===== src/rtl/load_store_unit_if.sv =====
`default_nettype none
// +----------------------------------------------------------------------------+
// | Module   : load_store_unit_if                                              |
// | Purpose  : Data-bus bundle between the load/store unit and memory.         |
// | Revision : 1.0  initial release                                            |
// +----------------------------------------------------------------------------+
interface load_store_unit_if #(
   parameter int XLEN = 32
);
   logic            bus_req;
   logic            bus_we;
   logic [XLEN-1:0] bus_addr;
   logic [XLEN-1:0] bus_wdata;
   logic [3:0]      bus_wstrb;
   logic            bus_ack;
   logic [XLEN-1:0] bus_rdata;

   modport master (
      output bus_req, bus_we, bus_addr, bus_wdata, bus_wstrb,
      input  bus_ack, bus_rdata
   );

   modport slave (
      input  bus_req, bus_we, bus_addr, bus_wdata, bus_wstrb,
      output bus_ack, bus_rdata
   );
endinterface
`default_nettype wire


===== src/rtl/load_store_unit.sv =====
`default_nettype none
// +----------------------------------------------------------------------------+
// | Module   : load_store_unit                                                 |
// | Purpose  : RV32I load/store unit; one request at a time, IDLE->BUS->[WB].  |
// |            Define LSU_TIMEOUT_EN to abort bus waits after TIMEOUT_CYC.     |
// | Revision : 1.0  initial release                                            |
// +----------------------------------------------------------------------------+
module load_store_unit #(
   parameter int XLEN        = 32,
   parameter int REG_AW      = 5,
   parameter int TIMEOUT_CYC = 255
) (
   input  wire                 clk,
   input  wire                 rst,
   input  wire                 req_valid,
   output logic                req_ready,
   input  wire                 req_is_store,
   input  wire  [2:0]          req_funct3,
   input  wire  [XLEN-1:0]     req_addr,
   input  wire  [REG_AW-1:0]   req_rd,
   input  wire  [REG_AW-1:0]   req_rs2,
   output logic [REG_AW-1:0]   mem_read_addr,
   input  wire  [XLEN-1:0]     mem_read_data,
   load_store_unit_if.master   bus,
   input  wire                 wb_conflict,
   output logic                mem_write_en,
   output logic [REG_AW-1:0]   mem_write_addr,
   output logic [XLEN-1:0]     mem_write_data,
   output logic                busy,
   output logic                err
);

   localparam logic [1:0] c_IDLE = 2'd0;
   localparam logic [1:0] c_BUS  = 2'd1;
   localparam logic [1:0] c_WB   = 2'd2;

   if (TIMEOUT_CYC < 1) begin : g_bad_timeout
      $error("load_store_unit: TIMEOUT_CYC must be at least 1");
   end

   logic [1:0]        r_state;
   logic [1:0]        w_state_nxt;
   logic [XLEN-1:0]   r_addr;
   logic [REG_AW-1:0] r_rd;
   logic [2:0]        r_funct3;
   logic              r_is_store;
   logic [3:0]        r_wstrb;
   logic [XLEN-1:0]   r_wdata;
   logic [XLEN-1:0]   r_wb_data;
   logic              r_err;

   logic              w_xfer;
   logic              w_legal_f3;
   logic              w_aligned;
   logic              w_accept;
   logic              w_reject;
   logic              w_tmo;
   logic [3:0]        w_st_wstrb;
   logic [XLEN-1:0]   w_st_wdata;
   logic [7:0]        w_rbyte;
   logic [15:0]       w_rhalf;
   logic [XLEN-1:0]   w_ld_data;

   // ---------------- request decode ----------------
   assign w_xfer = req_valid & req_ready;

   always_comb begin
      w_legal_f3 = 1'b0;
      if (req_is_store) begin
         w_legal_f3 = (req_funct3 == 3'b000) || (req_funct3 == 3'b001) ||
                      (req_funct3 == 3'b010);
      end else begin
         w_legal_f3 = (req_funct3 == 3'b000) || (req_funct3 == 3'b001) ||
                      (req_funct3 == 3'b010) || (req_funct3 == 3'b100) ||
                      (req_funct3 == 3'b101);
      end
   end

   always_comb begin
      case (req_funct3[1:0])
         2'b01:   w_aligned = ~req_addr[0];
         2'b10:   w_aligned = (req_addr[1:0] == 2'b00);
         default: w_aligned = 1'b1;
      endcase
   end

   assign w_accept = w_xfer & w_legal_f3 & w_aligned;
   assign w_reject = w_xfer & ~(w_legal_f3 & w_aligned);

   // Store lanes are formed at accept so the register file only needs to be read once.
   always_comb begin
      case (req_funct3[1:0])
         2'b00: begin
            w_st_wstrb = 4'b0001 << req_addr[1:0];
            w_st_wdata = {(XLEN/8){mem_read_data[7:0]}};
         end
         2'b01: begin
            w_st_wstrb = 4'b0011 << req_addr[1:0];
            w_st_wdata = {(XLEN/16){mem_read_data[15:0]}};
         end
         default: begin
            w_st_wstrb = 4'b1111;
            w_st_wdata = mem_read_data;
         end
      endcase
   end

   // ---------------- load extraction ----------------
   assign w_rbyte = bus.bus_rdata[{r_addr[1:0], 3'b000} +: 8];
   assign w_rhalf = bus.bus_rdata[{r_addr[1], 4'b0000} +: 16];

   always_comb begin
      case (r_funct3)
         3'b000:  w_ld_data = {{(XLEN-8){w_rbyte[7]}}, w_rbyte};
         3'b001:  w_ld_data = {{(XLEN-16){w_rhalf[15]}}, w_rhalf};
         3'b100:  w_ld_data = {{(XLEN-8){1'b0}}, w_rbyte};
         3'b101:  w_ld_data = {{(XLEN-16){1'b0}}, w_rhalf};
         default: w_ld_data = bus.bus_rdata;
      endcase
   end

   // ---------------- bus-wait timeout ----------------
`ifdef LSU_TIMEOUT_EN
   localparam int c_TMO_W = $clog2(TIMEOUT_CYC + 1);
   localparam logic [c_TMO_W-1:0] c_TMO_LAST = c_TMO_W'(TIMEOUT_CYC - 1);

   logic [c_TMO_W-1:0] r_tmo_cnt;

   always_ff @(posedge clk or posedge rst) begin
      if (rst) begin
         r_tmo_cnt <= '0;
      end else if (w_accept) begin
         r_tmo_cnt <= '0;
      end else if (r_state == c_BUS) begin
         r_tmo_cnt <= r_tmo_cnt + 1'b1;
      end
   end

   assign w_tmo = (r_state == c_BUS) && !bus.bus_ack && (r_tmo_cnt == c_TMO_LAST);
`else
   assign w_tmo = 1'b0;
`endif

   // ---------------- FSM: state register ----------------
   always_ff @(posedge clk or posedge rst) begin
      if (rst) begin
         r_state <= c_IDLE;
      end else begin
         r_state <= w_state_nxt;
      end
   end

   // ---------------- FSM: next state ----------------
   always_comb begin
      w_state_nxt = r_state;
      case (r_state)
         c_IDLE: begin
            if (w_accept) w_state_nxt = c_BUS;
         end
         c_BUS: begin
            // A load to x0 has nothing to write back.
            if (bus.bus_ack) begin
               w_state_nxt = (r_is_store || (r_rd == '0)) ? c_IDLE : c_WB;
            end else if (w_tmo) begin
               w_state_nxt = c_IDLE;
            end
         end
         c_WB: begin
            if (!wb_conflict) w_state_nxt = c_IDLE;
         end
         default: w_state_nxt = c_IDLE;
      endcase
   end

   // ---------------- FSM: outputs ----------------
   always_comb begin
      req_ready     = (r_state == c_IDLE);
      busy          = (r_state != c_IDLE);
      bus.bus_req   = (r_state == c_BUS);
      bus.bus_we    = (r_state == c_BUS) && r_is_store;
      bus.bus_wstrb = ((r_state == c_BUS) && r_is_store) ? r_wstrb : 4'b0000;
      mem_write_en  = (r_state == c_WB);
   end

   assign bus.bus_addr   = {r_addr[XLEN-1:2], 2'b00};
   assign bus.bus_wdata  = r_wdata;
   assign mem_read_addr  = req_rs2;
   assign mem_write_addr = r_rd;
   assign mem_write_data = r_wb_data;
   assign err            = r_err;

   // ---------------- datapath registers ----------------
   always_ff @(posedge clk or posedge rst) begin
      if (rst) begin
         r_addr     <= '0;
         r_rd       <= '0;
         r_funct3   <= '0;
         r_is_store <= 1'b0;
         r_wstrb    <= '0;
         r_wdata    <= '0;
         r_wb_data  <= '0;
         r_err      <= 1'b0;
      end else begin
         r_err <= w_reject | w_tmo;
         if (w_accept) begin
            r_addr     <= req_addr;
            r_rd       <= req_rd;
            r_funct3   <= req_funct3;
            r_is_store <= req_is_store;
            r_wstrb    <= req_is_store ? w_st_wstrb : 4'b0000;
            r_wdata    <= req_is_store ? w_st_wdata : '0;
         end
         if ((r_state == c_BUS) && bus.bus_ack && !r_is_store) begin
            r_wb_data <= w_ld_data;
         end
      end
   end

endmodule
`default_nettype wire


===== src/flat_wrapper.sv =====
// flat-port wrapper written by rule: the top's interface ports become plain ports
module load_store_unit_flat 
#(
   parameter int XLEN        = 32,
   parameter int REG_AW      = 5,
   parameter int TIMEOUT_CYC = 255
)
  (clk, rst, req_valid, req_ready, req_is_store, req_funct3, req_addr, req_rd, req_rs2, mem_read_addr, mem_read_data, wb_conflict, mem_write_en, mem_write_addr, mem_write_data, busy, err, bus_bus_req, bus_bus_we, bus_bus_addr, bus_bus_wdata, bus_bus_wstrb, bus_bus_ack, bus_bus_rdata);
  load_store_unit_if #(.XLEN(XLEN)) bus_i ();
  input  wire clk;
  input  wire rst;
  input  wire req_valid;
  output logic req_ready;
  input  wire req_is_store;
  input  wire  [2:0] req_funct3;
  input  wire  [XLEN-1:0] req_addr;
  input  wire  [REG_AW-1:0] req_rd;
  input  wire  [REG_AW-1:0] req_rs2;
  output logic [REG_AW-1:0] mem_read_addr;
  input  wire  [XLEN-1:0] mem_read_data;
  input  wire wb_conflict;
  output logic mem_write_en;
  output logic [REG_AW-1:0] mem_write_addr;
  output logic [XLEN-1:0] mem_write_data;
  output logic busy;
  output logic err;
  output wire logic [$bits(bus_i.bus_req)-1:0] bus_bus_req;
  output wire logic [$bits(bus_i.bus_we)-1:0] bus_bus_we;
  output wire logic [$bits(bus_i.bus_addr)-1:0] bus_bus_addr;
  output wire logic [$bits(bus_i.bus_wdata)-1:0] bus_bus_wdata;
  output wire logic [$bits(bus_i.bus_wstrb)-1:0] bus_bus_wstrb;
  input wire logic [$bits(bus_i.bus_ack)-1:0] bus_bus_ack;
  input wire logic [$bits(bus_i.bus_rdata)-1:0] bus_bus_rdata;
  assign bus_bus_req = bus_i.bus_req;
  assign bus_bus_we = bus_i.bus_we;
  assign bus_bus_addr = bus_i.bus_addr;
  assign bus_bus_wdata = bus_i.bus_wdata;
  assign bus_bus_wstrb = bus_i.bus_wstrb;
  assign bus_i.bus_ack = bus_bus_ack;
  assign bus_i.bus_rdata = bus_bus_rdata;
  load_store_unit #(.XLEN(XLEN), .REG_AW(REG_AW), .TIMEOUT_CYC(TIMEOUT_CYC)) u_core (.clk(clk), .rst(rst), .req_valid(req_valid), .req_ready(req_ready), .req_is_store(req_is_store), .req_funct3(req_funct3), .req_addr(req_addr), .req_rd(req_rd), .req_rs2(req_rs2), .mem_read_addr(mem_read_addr), .mem_read_data(mem_read_data), .bus(bus_i), .wb_conflict(wb_conflict), .mem_write_en(mem_write_en), .mem_write_addr(mem_write_addr), .mem_write_data(mem_write_data), .busy(busy), .err(err));
endmodule

===== config.mk =====
export PLATFORM = sky130hd
export DESIGN_NAME = load_store_unit_flat
export DESIGN_NICKNAME = d
export VERILOG_FILES = /design/src/rtl/load_store_unit_if.sv /design/src/rtl/load_store_unit.sv /design/src/flat_wrapper.sv
export SDC_FILE = /design/constraint.sdc
export NUM_CORES = 1
export LEC_CHECK = 0
export CORE_ASPECT_RATIO = 1.1
export CORE_MARGIN = 8
export CORE_UTILIZATION = 45
export DETAILED_ROUTE_END_ITERATION = 12
export PLACE_DENSITY = 0.9
export SETUP_SLACK_MARGIN = 0.1
export SKIP_LAST_GASP = 1
export SYNTH_ARGS = -nofsm -noshare
export SYNTH_HDL_FRONTEND = slang
export SYNTH_SLANG_ARGS = --single-unit
export TNS_END_PERCENT = 20

===== constraint.sdc =====
create_clock -name clk -period 7.85 [get_ports clk]
set_input_delay 0.785 -clock clk [delete_from_list [all_inputs] [get_ports clk]]
set_output_delay 0.785 -clock clk [all_outputs]
set_load 0.05 [all_outputs]

Yosys cells after proc, flatten, opt, wreduce, memory -nomap -nowiden:

Index checks and enable logic that the tools add are counted.

* equal/unequal tests: 14
* shift operators: 4
* mux-type cells: 13
* bitwise operators: 7
* reductions and logical operators: 17

Operators by type and width (count)
* 32-bit case mux with 4 select lines: 1
* 32-bit case mux with 2 select lines: 1
* 32-bit two-way mux: 1
* 32-bit by 6-bit indexed part select with 16-bit output: 1
* 32-bit by 6-bit indexed part select with 8-bit output: 1
* 3-bit equality test (second input constant): 4
* 2-bit two-way mux: 4
* 4-bit two-way mux: 2
* 4-bit case mux with 2 select lines: 1
* 3-bit by 1-bit equality test with 1-bit output (second input constant): 2
* 2-bit logical NOT: 3
* 3-bit logical NOT: 2
* 2-bit case mux with 3 select lines: 1
* 1-bit AND: 5
* 5-bit logical NOT: 1
* 1-bit logical OR: 5
* 2-bit by 1-bit equality test with 1-bit output (second input constant): 2
* 2-bit equality test (second input constant): 2
* 2-bit != test (second input constant): 2
* 1-bit by 2-bit << shifter with 4-bit output (first input constant): 1
* 2-bit by 2-bit << shifter with 4-bit output (first input constant): 1
* 3-bit by 2-bit equality test with 1-bit output (second input constant): 1
* 1-bit logical AND: 3
* 3-bit AND reduction: 1
* other kinds (6): 7

* bits in registers: 112
* input bits: 115
* output and inout port bits: 116
* word-level logic and storage cells: 64

Depth between registers and ports, before layout:

* depth after elaboration: 10
* gate-level depth with buffers: 9
* depth with buffers taken out: 6

Worst setup path before layout:

Ideal clock, no wire load.

* path kind: register to output
* from: register u_core.r_state[1]
* to: output port bus_bus_wstrb[0]
* data arrival time: 1809 ps
* data required time: 7065 ps
* setup slack: 5256 ps
* cell stages (with the launch flop): 3
* path buffers: 0
* cells stage by stage: dfrtp_1 -> nor2b_1 -> and3_1

* cells in the longest elaborated chain, start to end: 3

Ends and longest elaborated chain
* start, declared: line load_store_unit.sv:41 `logic [1:0] r_state;`
* start signal, assigned: line load_store_unit.sv:147 `r_state <= c_IDLE;`
* start signal, assigned: line load_store_unit.sv:149 `r_state <= w_state_nxt;`
* 2-bit by 1-bit equality test with 1-bit output
* net bus_bus_req: line flat_wrapper.sv:27 `output wire logic [$bits(bus_i.bus_req)-1:0] bus_bus_req;`
* 1-bit logical AND: line load_store_unit.sv:181 `bus.bus_wstrb = ((r_state == c_BUS) && r_is_store) ? r_wstrb : 4'b0000;`
* 4-bit two-way mux: line load_store_unit.sv:181
* end, declared: line flat_wrapper.sv:31 `output wire logic [$bits(bus_i.bus_wstrb)-1:0] bus_bus_wstrb;`

The timed path passes the listed nets, and every way through them passes these cells.

Worst setup path after layout:

* from: input port req_funct3[1]
* to: register u_core.r_addr[7]

* cells in the longest elaborated chain, start to end: 8
* elaborated cells on any way between the ends: 15
* classes of those cells: eq/ne (6); mux (2); bitwise (2); reduce/logical (5)

Ends and longest elaborated chain
* start, declared: line flat_wrapper.sv:15 `input wire [2:0] req_funct3;`
* 3-bit by 1-bit equality test with 1-bit output or 3-bit logical NOT (tied branches): line load_store_unit.sv:70, load_store_unit.sv:73
* 1-bit logical OR (2 in series): line load_store_unit.sv:70, load_store_unit.sv:73
* 1-bit logical OR (2 in series): line load_store_unit.sv:74 `(req_funct3 == 3'b010) || (req_funct3 == 3'b100) ||`
* 1-bit two-way mux: line load_store_unit.sv:69 `if (req_is_store) begin`
* 1-bit AND: line load_store_unit.sv:87 `assign w_accept = w_xfer & w_legal_f3 & w_aligned;`
* 1-bit AND *: line load_store_unit.sv:87
* end signal, assigned: line load_store_unit.sv:206 `r_addr <= req_addr;`
* end, declared: line load_store_unit.sv:43 `logic [XLEN-1:0] r_addr;`

Mark *: on every way between the ends. The rest lies on a longest branch, timed or not.
A chain may end at the register's enable or synchronous reset.

==> summary.md <==
| Metric | Value |
|---|---|
| Final Wtd Congestion | `0.9875` |
| Arrival time reported for the critical path endpoint | `4.45 ns` |
| Total standard cell area after synthesis | `~5600 µm²` |
| Chip width | `122.8 µm` |
| Worst Path Required | `8.07 ns` |
| Share of the yosys chip area belonging to registers | `approximately 50%` |
| Number of warnings printed during yosys synthesis | `0` |
| Number of cells on the worst reg-to-reg path | `4` |
| Uppermost metal layer occupied by signal nets | `met4` |
| Residual overflow from global routing | `0` |
| Beginning of the worst register-to-register path | `u_core.r_state[1]` |
| Max-slew headroom at the worst pin | `24.52%` |
| Pin count of the biggest net entering global routing | `60` |
| Worst hold path class | `flip-flop to flip-flop` |
| Overall routing resource usage | `20.96%` |
| Number of buffers inserted to repair setup after CTS | `0` |
| TritonCTS sink count | `between 100 and 150` |
| Layout Nets | `818` |
| RSZ-0062 raised after global routing | `false` |
| Hold Crit Start | `u_core.r_addr[8]` |
| Skew-Pair Late Insertion Delay | `0.34 ns` |
| Vias in the first global route | `5124` |
| Site Rows | `43` |
| Post-layout utilization of the core | `63.72%` |
| Core Region | `about 12000 µm²` |
| Die extent in y | `between 100 and 150 µm` |
| Average cell area after synthesis | `10.53 µm²` |
| Total count of max-transition violations in the final report | `0` |
| Crit-path cells | `clkdlybuf4s50_1, inv_1, ha_1, nor2_1, o22ai_2, nand4_4, buf_4, mux2_2` |
| Total via count in the routed design | `~4.7k` |
| Area growth syn-to-layout | `40.36%` |
| Critical Path End Type | `flip-flop` |
| Clock-pin slew on the worst setup and hold paths | `0.07 ns` |
| Number of buffers added by the clock tree synthesis step | `9` |
| Worst ir drop on vdd | `352.5 µV` |
| Biggest area contributors in the synthesized netlist | `sky130_fd_sc_hd__dfrtp_1, sky130_fd_sc_hd__mux2_2, sky130_fd_sc_hd__buf_4, sky130_fd_sc_hd__nor2_1, sky130_fd_sc_hd__nand2_1` |
| Initial Util | `45.39%` |
| Number of cells in the finished layout apart from fillers | `862` |
| Total Wirelength | `17390 µm` |
| Transition time at the pin with the least slew margin | `1.128 ns` |
| Reg area | `roughly 2800 µm²` |
| Final period demand of the worst path | `4.231 ns` |
| IO buf count | `218` |
| R2R Setup Slk | `5.23 ns` |
| Pwr Density | `430.1 nW/µm²` |
| DIE AREA | `16380 µm²` |
| Average wire per standard cell | `20.17 µm` |
| Fraction of synthesized cell area taken by the top area cell type | `between 40% and 50%` |
| Htree depth | `3` |
| First-pass DRT Iterations | `5` |
| Outcome | `completed` |
| ANT cells | `0` |
| Critical-path cell with the highest stage delay | `sky130_fd_sc_hd__nor2_1` |
| DP Wirelength | `between 10000 and 15000 µm` |
| R2R Path End | `u_core.r_addr[7]` |
| Longest Clk Path Bufs | `2` |
| Number of buffers inserted for hold repair after clock tree synthesis | `0` |
| Number of cells traversed by the worst hold path | `1` |
| Number of distinct library cells after synthesis | `34` |
| Number of maximum-capacitance violations | `0` |
| Post-synthesis cell type with the largest combined area | `sky130_fd_sc_hd__dfrtp_1` |
| Final design area excluding fillers | `7919 µm²` |
| Number of fill cells in the layout | `969` |
| WL met3 | `1761 µm` |
| Clock tree from TritonCTS | `built` |
| Antenna violation net count after detailed routing | `0` |
| Number of endpoints failing setup at the final stage | `0` |
| Cell chosen for the clock root | `sky130_fd_sc_hd__clkbuf_16` |
| Yosys reg bits | `112` |
| Share of final-layout standard cells stronger than drive strength 1 | `14.33%` |
| LEAKAGE | `3.496 nW` |
| Clock skew after layout | `0.01067 ns` |
| Metal-1 WL | `6773 µm` |
| Total area of multi-input combinational cells | `around 2400 µm²` |
| Detailed-route vias per instance | `5.458` |
| Setup_tns | `0 ns` |
| Number of design rule violations left after detail routing | `0` |
| Antenna violations before repair | `0` |
| Global-route wire length before repair | `26930 µm` |
| Top-Level Pins | `approximately 230` |
| Design Power | `3.406 mW` |
| Worst-case hold path end point | `u_core.r_addr[8]` |
| Fin crit share | `a little over half` |
| Gate Count Post-Synth | `approximately 540` |
| Detail Route met2 WL | `8220 µm` |
| Startpoint types | `input pin` |
| Worst Path Max Fanout | `51` |
| Highest cell delay on the worst timing path | `0.91 ns` |
| Post-placement cell area | `7640 µm²` |
| DRT iter0 DRCs | `366` |
| Placed Cells incl. Taps | `846` |
| Crit Path Category | `input pin to flip-flop` |
| Total of cells resized after clock tree synthesis | `0` |
| Highest attainable clock frequency | `236.3 MHz` |
| Hold Violations, Final | `0` |
-- how the worst max path moves through the flow --
stage	startpoint	to	slack [ns]	cells past startpoint
2_1_floorplan	rst	u_core.bus.bus_wdata[0]	4.11	1
3_3_place_gp	req_funct3[1]	u_core.r_addr[9]	3.61	8
3_5_place_dp	req_funct3[1]	u_core.r_addr[7]	3.36	8
4_1_cts	req_funct3[1]	u_core.r_addr[7]	3.72	8
5_1_grt	req_funct3[1]	u_core.r_addr[7]	3.45	8
6_report	req_funct3[1]	u_core.r_addr[7]	3.62	8
-- worst max-delay path, delay by kind of cell --
kind,cells,cell delay (ns)
simple gates,2,1.37
mux,1,0.42
fa+ha+maj,1,0.34
buf+inv,3,1.25
compound gates,1,0.21
-- cells by family after synthesis --
group,share of synthesized area [%]
and+or+nand+nor,11.13
DFF,49.68
buffers and inverters,8.938
adders and majority gates,0.6654
other,0.06647
muxes,19.56
AOI/OAI and AO/OA,9.958
-- per-layer routing --
metal  global-route usage, %  vias to the layer above
met5                       0                        -
met4                   9.220                        0
met3                   7.152                       51
met2                   33.50                      275
met1                   24.88                     2263
li1                        -                     2116
-- layout by cell type (no fill, tap or decap), types with 3 or more instances in the layout --
cell	instances
sky130_fd_sc_hd__buf_4	4
sky130_fd_sc_hd__inv_6	3
sky130_fd_sc_hd__a21oi_1	39
sky130_fd_sc_hd__o22a_1	7
sky130_fd_sc_hd__dfrtp_1	112
sky130_fd_sc_hd__o21ai_0	20
sky130_fd_sc_hd__a22o_1	8
sky130_fd_sc_hd__mux2i_1	21
sky130_fd_sc_hd__a31oi_1	7
sky130_fd_sc_hd__nand2b_1	4
sky130_fd_sc_hd__clkbuf_16	9
sky130_fd_sc_hd__nand3b_1	9
sky130_fd_sc_hd__inv_1	16
sky130_fd_sc_hd__nor2_1	61
sky130_fd_sc_hd__mux2_4	10
sky130_fd_sc_hd__ha_1	3
sky130_fd_sc_hd__a22oi_1	7
sky130_fd_sc_hd__clkdlybuf4s50_1	218
sky130_fd_sc_hd__mux2_2	66
sky130_fd_sc_hd__nand2_1	57
sky130_fd_sc_hd__and3_1	4
-- per-stage QoR --
step	hold slack [ns]	setup slack, ns
after floorplan	0.4706	4.106
after global placement	0.4871	3.607
after detailed placement	0.4931	3.362
after CTS	0.5103	3.717
after global routing	0.5183	3.454
final	0.5061	3.619
-- final cells by class --
| cell class | instances | share of cell area [%] |
|---|---|---|
| flip-flops and latches | 112 | 35.39 |
| multi-input cells | 338 | 29.83 |
| repair buffers | 222 | 27.93 |
| clock buffers | 9 | 2.844 |
| well taps | 157 | 2.481 |
| inverters | 17 | 0.8374 |
| clock inverters | 7 | 0.6794 |
-- state kept, by name (all words and copies together) (netlist names) --
register and cells:
u_core.mem_write_addr 5, u_core.r_funct3 3, u_core.mem_write_data 32, u_core.r_addr 32, u_core.err 1, u_core.r_state 2
u_core.r_is_store 1, u_core.bus.bus_wdata 32, u_core.r_wstrb 4
-- where the power goes --
| part | switching (mW) | leakage, nW | internal, mW |
|---|---|---|---|
| clock | 0.220 | 0.141 | 0.219 |
| combinational | 1.25 | 2.00 | 0.709 |
| sequential | 0.180 | 1.36 | 0.831 |
-- cells in the mapped netlist --
library cell,number
sky130_fd_sc_hd__a21oi_1,39
sky130_fd_sc_hd__mux2_4,10
sky130_fd_sc_hd__nand3b_1,9
sky130_fd_sc_hd__o22a_1,7
sky130_fd_sc_hd__o21ai_0,20
sky130_fd_sc_hd__nand4_2,1
sky130_fd_sc_hd__clkbuf_1,16
sky130_fd_sc_hd__a22oi_1,7
sky130_fd_sc_hd__ha_1,3
sky130_fd_sc_hd__conb_1,1
sky130_fd_sc_hd__or4_1,1
sky130_fd_sc_hd__nand2b_1,4
sky130_fd_sc_hd__nor3b_1,1
sky130_fd_sc_hd__nor2_1,61
sky130_fd_sc_hd__nor2b_1,2
sky130_fd_sc_hd__o21bai_1,1
sky130_fd_sc_hd__or2_2,1
sky130_fd_sc_hd__and3_1,4
sky130_fd_sc_hd__a221o_1,1
sky130_fd_sc_hd__dfrtp_1,112
sky130_fd_sc_hd__mux2_2,66
sky130_fd_sc_hd__o22ai_2,1
sky130_fd_sc_hd__mux2i_1,21
sky130_fd_sc_hd__buf_6,2
sky130_fd_sc_hd__and2_1,1
sky130_fd_sc_hd__buf_4,39
sky130_fd_sc_hd__nor4bb_1,1
sky130_fd_sc_hd__o31a_1,1
sky130_fd_sc_hd__a31oi_1,7
sky130_fd_sc_hd__inv_1,17
sky130_fd_sc_hd__a22o_1,8
sky130_fd_sc_hd__buf_2,13
sky130_fd_sc_hd__nand2_1,57
sky130_fd_sc_hd__nor3_1,1
No activity file was read; power rests on OpenSTA's default activity.
